`config.mk`:
```
export PLATFORM = sky130hd
export DESIGN_NAME = div_result_collector
export DESIGN_NICKNAME = d
export VERILOG_FILES = /design/src/rtl/div_pkg.sv /design/src/rtl/div_result_fifo.sv /design/src/rtl/div_result_collector.sv
export SDC_FILE = /design/constraint.sdc
export NUM_CORES = 1
export LEC_CHECK = 0
export CAP_MARGIN = 20
export CORE_ASPECT_RATIO = 1.4
export CORE_MARGIN = 2
export CORE_UTILIZATION = 59
export CTS_BUF_LIST = sky130_fd_sc_hd__clkbuf_2 sky130_fd_sc_hd__clkbuf_4 sky130_fd_sc_hd__clkbuf_8
export CTS_CLUSTER_DIAMETER = 40
export DETAILED_ROUTE_END_ITERATION = 10
export PLACE_DENSITY = 0.88
export SLEW_MARGIN = 0
export SYNTH_ARGS = -nofsm -noshare
export SYNTH_HDL_FRONTEND = slang
export SYNTH_SLANG_ARGS = --single-unit
```
`constraint.sdc`:
```
create_clock -name clk -period 14.29 [get_ports clk]
set_input_delay 3.5725 -clock clk [delete_from_list [all_inputs] [get_ports clk]]
set_output_delay 3.5725 -clock clk [all_outputs]
set_load 0.05 [all_outputs]
```
`src/rtl/div_pkg.sv`:
```
// Shared FP32 types and constants for the divider and its result collector.
// Pure definitions; no timing or flow control.
package div_pkg;

  localparam int FP_DW           = 32;
  localparam int DIV_LATENCY_DEF = 6;

  typedef logic [FP_DW-1:0] fp32_t;

  localparam fp32_t FP_ONE  = 32'h3F80_0000;
  localparam fp32_t FP_ZERO = 32'h0000_0000;

endpackage

```
`src/rtl/div_result_fifo.sv`:
```
// DW x DEPTH synchronous FIFO; head visible on pop_dat one cycle after the push.
// Push into a full FIFO is dropped unless a pop happens in the same cycle.
module div_result_fifo #(
  parameter int DW    = 32,
  parameter int DEPTH = 8,
  parameter int CW    = $clog2(DEPTH + 1)
) (
  input  logic          clk,
  input  logic          rst,
  input  logic          push,
  input  logic [DW-1:0] push_dat,
  input  logic          pop,
  output logic [DW-1:0] pop_dat,
  output logic [CW-1:0] count,
  output logic          full,
  output logic          empty
);

  localparam int PW = $clog2(DEPTH);

  logic [DW-1:0] mem [DEPTH];
  logic [PW-1:0] wr_ptr_q, wr_ptr_d;
  logic [PW-1:0] rd_ptr_q, rd_ptr_d;
  logic [CW-1:0] count_q, count_d;
  logic          do_push, do_pop;

  assign empty   = (count_q == '0);
  assign full    = (count_q == CW'(DEPTH));
  assign count   = count_q;
  assign pop_dat = mem[rd_ptr_q];

  // Pointers are exactly log2(DEPTH) bits, so increment wraps modulo DEPTH.
  always_comb begin
    do_pop   = pop & ~empty;
    do_push  = push & (~full | do_pop);
    wr_ptr_d = do_push ? wr_ptr_q + PW'(1) : wr_ptr_q;
    rd_ptr_d = do_pop  ? rd_ptr_q + PW'(1) : rd_ptr_q;
    count_d  = count_q;
    if (do_push & ~do_pop) begin
      count_d = count_q + CW'(1);
    end else if (do_pop & ~do_push) begin
      count_d = count_q - CW'(1);
    end
  end

  always_ff @(posedge clk) begin
    if (rst) begin
      wr_ptr_q <= '0;
      rd_ptr_q <= '0;
      count_q  <= '0;
    end else begin
      wr_ptr_q <= wr_ptr_d;
      rd_ptr_q <= rd_ptr_d;
      count_q  <= count_d;
    end
  end

  always_ff @(posedge clk) begin
    if (do_push) begin
      mem[wr_ptr_q] <= push_dat;
    end
  end

endmodule

```
`src/rtl/div_result_collector.sv`:
```
// Credit-gated issue into the fixed-latency divider, FIFO-buffered results out; issue->out_valid is DIV_LATENCY+1.
// in_ready depends only on registered inflight+count; optional DIV_LAT_CHECK_EN flags off-schedule returns.
module div_result_collector
  import div_pkg::*;
#(
  parameter int SIG_WIDTH   = 23,
  parameter int EXP_WIDTH   = 8,
  parameter int DIV_LATENCY = DIV_LATENCY_DEF,
  parameter int DEPTH       = 8,
  parameter int DW          = SIG_WIDTH + EXP_WIDTH + 1,
  parameter int CW          = $clog2(DEPTH + 1)
) (
  input  logic          clk,
  input  logic          rst,
  input  logic [DW-1:0] in_a,
  input  logic [DW-1:0] in_b,
  input  logic          in_valid,
  output logic          in_ready,
  output logic [DW-1:0] div_a,
  output logic [DW-1:0] div_b,
  output logic          div_ab_valid,
  input  logic [DW-1:0] div_z,
  input  logic          div_z_valid,
  output logic [DW-1:0] out_z,
  output logic          out_valid,
  input  logic          out_ready,
  output logic [CW-1:0] inflight,
  output logic          err
);

  logic [CW-1:0] inflight_q, inflight_d;
  logic          err_q, err_d;
  logic [CW:0]   credit_used;
  logic [CW-1:0] fifo_count;
  logic          fifo_full, fifo_empty;
  logic          issue, pop, ret_legal, ret_orphan, ret_overflow, lat_bad;

  assign credit_used  = {1'b0, inflight_q} + {1'b0, fifo_count};
  assign in_ready     = (credit_used < (CW+1)'(DEPTH));
  assign issue        = in_valid & in_ready;
  assign div_a        = in_a;
  assign div_b        = in_b;
  assign div_ab_valid = issue;
  assign out_valid    = ~fifo_empty;
  assign pop          = out_valid & out_ready;
  assign inflight     = inflight_q;
  assign err          = err_q;

  assign ret_orphan   = div_z_valid & (inflight_q == '0);
  assign ret_legal    = div_z_valid & ~ret_orphan;
  assign ret_overflow = ret_legal & fifo_full & ~pop;

`ifdef DIV_LAT_CHECK_EN
  logic [DIV_LATENCY-1:0] lat_sr_q, lat_sr_d;

  // Tap DIV_LATENCY-1 goes high exactly in the cycle the divider should return.
  always_comb begin
    lat_sr_d = {lat_sr_q[DIV_LATENCY-2:0], issue};
    lat_bad  = (div_z_valid != lat_sr_q[DIV_LATENCY-1]);
  end

  always_ff @(posedge clk) begin
    if (rst) begin
      lat_sr_q <= '0;
    end else begin
      lat_sr_q <= lat_sr_d;
    end
  end
`else
  assign lat_bad = 1'b0;
`endif

  always_comb begin
    inflight_d = inflight_q;
    if (issue & ~ret_legal) begin
      inflight_d = inflight_q + CW'(1);
    end else if (ret_legal & ~issue) begin
      inflight_d = inflight_q - CW'(1);
    end
    err_d = err_q | ret_orphan | ret_overflow | lat_bad;
  end

  always_ff @(posedge clk) begin
    if (rst) begin
      inflight_q <= '0;
      err_q      <= 1'b0;
    end else begin
      inflight_q <= inflight_d;
      err_q      <= err_d;
    end
  end

  div_result_fifo #(
    .DW   (DW),
    .DEPTH(DEPTH),
    .CW   (CW)
  ) u_fifo (
    .clk     (clk),
    .rst     (rst),
    .push    (ret_legal),
    .push_dat(div_z),
    .pop     (pop),
    .pop_dat (out_z),
    .count   (fifo_count),
    .full    (fifo_full),
    .empty   (fifo_empty)
  );

endmodule
```
# Word level (Yosys, flattened, before mapping)

Memories as Yosys holds them, arrays and structs flattened. A register that Yosys moved wholly into a read port is not among the register bits.
Index checks and enable logic that the tools add are counted.

Flip-flop bits (word level): 15
Bits in writable memories: 256
Bits of input ports: 101
Output and inout bits: 104
Logic and storage cells: 50
Memories kept: 1

Memories:

| name       | words | bits a word | rd ports | clocked after Yosys merged registers in | wr ports | RTL line              | source |
|---|---|---|---|---|---|---|---|
| u_fifo.mem | 8     | 32          | 1        | 1                                       | 1        | div_result_fifo.sv:21 | `logic [DW-1:0] mem [DEPTH];` |

Add/sub/neg operators: 7
Order comparisons: 1
Equality and inequality tests: 1
Mux-type cells: 8
Bitwise logic cells: 23
Reduce and logical (&&, ||, !) cells: 4

Operators by type and width:

| operator              | count |
|---|---|
| $mux W4               | 4 |
| $and A1 B1 Y1         | 12 |
| $add A4 B1 Y4 const B | 2 |
| $logic_not A4 Y1      | 2 |
| $not A1 Y1            | 8 |
| $sub A4 B1 Y4 const B | 2 |
| $add A3 B1 Y3 const B | 2 |
| $mux W3               | 2 |
| $add A4 B4 Y5         | 1 |
| $lt A5 B4 Y1 const B  | 1 |
| $eq A4 B4 Y1 const B  | 1 |
| $reduce_bool A2 Y1    | 2 |
| $or A1 B1 Y1          | 3 |
| $mux W1               | 2 |

# Longest topological paths before layout

Word-level depth: 10
Depth in mapped cells: 11
Gate-level depth less buffers: 11

# Modules after synthesis

Synthesis repeated with hierarchy kept, for this count alone.

Cell total of the unflattened synthesis: 549
Area total of the unflattened synthesis: 11148.2 sq um

Modules (own cells, without submodules):

| module               | instances | cells each | area each (sq um) |
|---|---|---|---|
| div_result_fifo      | 1         | 443        | 10279.9 |
| div_result_collector | 1         | 106        | 868.3 |

# Worst setup path before layout

OpenSTA, ideal clock, no wires.

Kind: register to output
Start: register inflight_q[1], in the netlist inflight[1]
End: output div_ab_valid
Arrival: 4513 ps
Setup slack: 6205 ps
Stages on the path, launching flop included: 5
Buffers on the path: 0
Cell sequence: dfxtp_1 ha_1 a31o_2 a2111oi_0 and2_1

Longest elaborated chain between the ends: 3

RTL lines:

| what                     | RTL line                   | source |
|---|---|---|
| start: declaration       | div_result_collector.sv:31 | `logic [CW-1:0] inflight_q, inflight_d;` |
| start signal: assignment | div_result_collector.sv:88 | `inflight_q <= inflight_d;` |
| $add A4 B4 Y5            | div_result_collector.sv:38 | `assign credit_used = {1'b0, inflight_q} + {1'b0, fifo_count};` |
| $lt A5 B4 Y1             | div_result_collector.sv:39 | `assign in_ready = (credit_used < (CW+1)'(DEPTH));` |
| via in_ready             | div_result_collector.sv:18 | `output logic in_ready,` |
| $and A1 B1 Y1            | div_result_collector.sv:40 | `assign issue = in_valid & in_ready;` |
| end: declaration         | div_result_collector.sv:21 | `output logic div_ab_valid,` |

The timed path passes the listed nets, and every way through them passes these cells.

# Worst setup path after layout

Start: input in_valid
End: output div_ab_valid

Longest elaborated chain between the ends: 1

RTL lines:

| what               | RTL line                   | source |
|---|---|---|
| start: declaration | div_result_collector.sv:17 | `input logic in_valid,` |
| $and A1 B1 Y1      | div_result_collector.sv:40 |  |

Every way passes these cells.

==> flow_summary.json <==
{
  "critPathKind": "input pin to output port",
  "crit_arrival_ps": 4980,
  "nets": 702,
  "overflow": 0,
  "drc": 0,
  "vdd_drop_max_uv": 128,
  "rows": 59,
  "wire_per_inst_um": 23.2,
  "start_kind": "input pin",
  "ctsResizeCount": 0,
  "antenna_found_initial": 2,
  "synth-main-ff-cell": "edfxtp_1",
  "die_y_um": 168,
  "tritoncts": "yes",
  "cts.htree.levels": 2,
  "grt_pass1_vias": 5476,
  "slew_headroom": 0.341,
  "cts_buffers": 38,
  "syn_area_per_cell_um2": 20.5,
  "vias": 5136,
  "r2r_cells": 11,
  "yosysWarnings": 0,
  "finalCriticalPeriod_ps": 8550,
  "io_pins": 205,
  "grt_usage": 0.200,
  "grt_max_degree": 65,
  "syn_to_final_growth_pct": 12.0,
  "final.setup.tns_ps": 0,
  "synth-edff-count": 256,
  "fin_util": 0.676,
  "synth_nets": 663,
  "start_util": 0.604,
  "leakage_nw": 4.11,
  "critPathRequiredTime_ps": 10720,
  "ant_nets": 0,
  "totalPowerFinal_mw": 2.27,
  "fmax_mhz": 117,
  "synth-seq-area-share": 0.714,
  "powerDensity_nw_per_um2": 180,
  "die-width_um": 121,
  "port_buffers": 76,
  "ys_types": 35,
  "rsz0062_at_grt": "false",
  "cap_violations": 0,
  "first_pass_iters": 5,
  "clockBufferDepth": 3,
  "holdPathStages": 2,
  "fill_cells": 1131,
  "cp-end-kind": "output port",
  "hold_buffers": 0,
  "avgViaCountPerCell": 5.97,
  "skew_ps": 29.0,
  "hold_violations": 0,
  "worstMarginPinSlew_ps": 989,
  "cts_root_buf": "clkbuf_8",
  "cts_setup_buffers": 0,
  "syn_area_um2": 11300,
  "drive_gt1_frac": 0.236,
  "clkLatencyLatePin_ps": 520,
  "dp_hpwl_mm": 11.5,
  "routed_wl_mm": 20.0,
  "cts_sinks": 274,
  "ys_seq_elements": 274,
  "clkTransAtPathRegs_ps": 70,
  "first_iter_violations": 310,
  "grt_first_pass_wirelength_mm": 30.3,
  "async_reset_ff_frac": 0,
  "path_max_fanout": 2,
  "core-area_um2": 18700,
  "design.die.area_um2": 20200,
  "fin_crit_sh": 0.598,
  "outcome": "finished, final reports clean",
  "min_path_type": "flip-flop to flip-flop",
  "final_max_slew_viol_count": 0,
  "setup_viol": 0,
  "gp_routability_congestion": 0.724,
  "synthCells": 549
}
[sequential cells by signal, indices dropped and copies added, names as in the netlist, named ones only]
name and count:
err 1, u_fifo.count 4, inflight 4, u_fifo.wr_ptr_q 3
u_fifo.mem 256, u_fifo.rd_ptr_q 3
[power by group]
group          internal, mW  total [mW]  switching [mW]
Clock                 0.328       0.592           0.264
Sequential            0.942       0.985          0.0424
Combinational         0.297       0.696           0.399
[stage by stage]
step | setup WS [ps] | area, um2 | std cells | hold slack [ps]
finish | 5740 | 12600 | 860 | 481
detailed placement | 5740 | 11800 | 791 | 466
global route | 5700 | 12600 | 860 | 523
floorplan | 6200 | 11300 | 549 | 454
global placement | 5730 | 11800 | 791 | 459
CTS | 5740 | 12600 | 857 | 490
[critical path, cell delays in order]
cell and delay, ps:
clkdlybuf4s50_1 450, and2_1 140, clkdlybuf4s50_1 810
[area by class of cell]
class	count	area [um2]	area share
multi-input combinational	183	2630	0.208
clock buffer	50	638	0.0505
timing repair buffer	86	856	0.0678
tap	244	305	0.0242
inverter	5	18.8	0.00149
clock inverter	16	125	0.00991
sequential	274	8050	0.638
antenna	2	5.00	0.000396
[per-layer routing]
| metal | global-route usage | part of all wire |
|---|---|---|
| met1 | 0.250 | 0.40 |
| met2 | 0.334 | 0.52 |
| met3 | 0.0460 | 0.056 |
| met4 | 0.0885 | 0.027 |
| met5 | 0 | 0 |
[synthesized netlist by cell type, drive strengths merged, types with 2 or more instances]
cell	n	area (um2)
edfxtp	256	7690
buf	81	604
mux4	64	1590
mux2	34	383
nor2	21	78.8
dfxtp	18	360
ha	11	138
a21oi	6	30.0
clkbuf	6	22.5
inv	5	18.8
nand2	5	18.8
nand3	5	25.0
xor2	5	43.8
nor3	4	20.0
mux2i	3	30.0
xnor2	3	26.3
a211oi	2	15.0
a31oi	2	12.5
fa	2	40.0
nor2b	2	12.5
nor4	2	12.5
or3	2	12.5
or4	2	22.5
[final timing paths]
kind	start	endpoint	slack (ps)
setup / recovery	in_valid	div_ab_valid	5740
hold / removal	err$_SDFF_PP0_	err$_SDFF_PP0_	480
setup reg to reg	u_fifo.count[1]$_SDFFE_PP0P_	inflight[3]$_SDFFE_PP0P_	10910
hold reg to reg	err$_SDFF_PP0_	err$_SDFF_PP0_	480
[kinds of logic after synthesis]
family,count (synthesis),synth area share
multiplexers,101,0.178
AND/OR/NAND/NOR,46,0.0196
adder cells (fa/ha/maj),13,0.0158
buffers and inverters,92,0.0573
AO/OA/AOI/OAI,15,0.00932
flip-flops,274,0.714
XOR/XNOR,8,0.00622
[layout by cell type, fill, tap and decap left out, types with 3 or more instances in the layout]
cell,n
clkbuf_4,8
mux2_2,34
mux2i_1,3
clkbuf_8,42
edfxtp_1,256
a21oi_1,6
buf_4,9
nand2_1,5
clkinv_2,7
nand3_1,5
nor3_2,4
dfxtp_1,15
mux4_2,24
nor2_1,19
mux4_1,40
clkdlybuf4s50_1,76
xnor2_1,3
ha_1,11
xor2_1,5
clkinv_1,6
inv_1,5
Note: power is estimated with default switching activity, not from simulation.
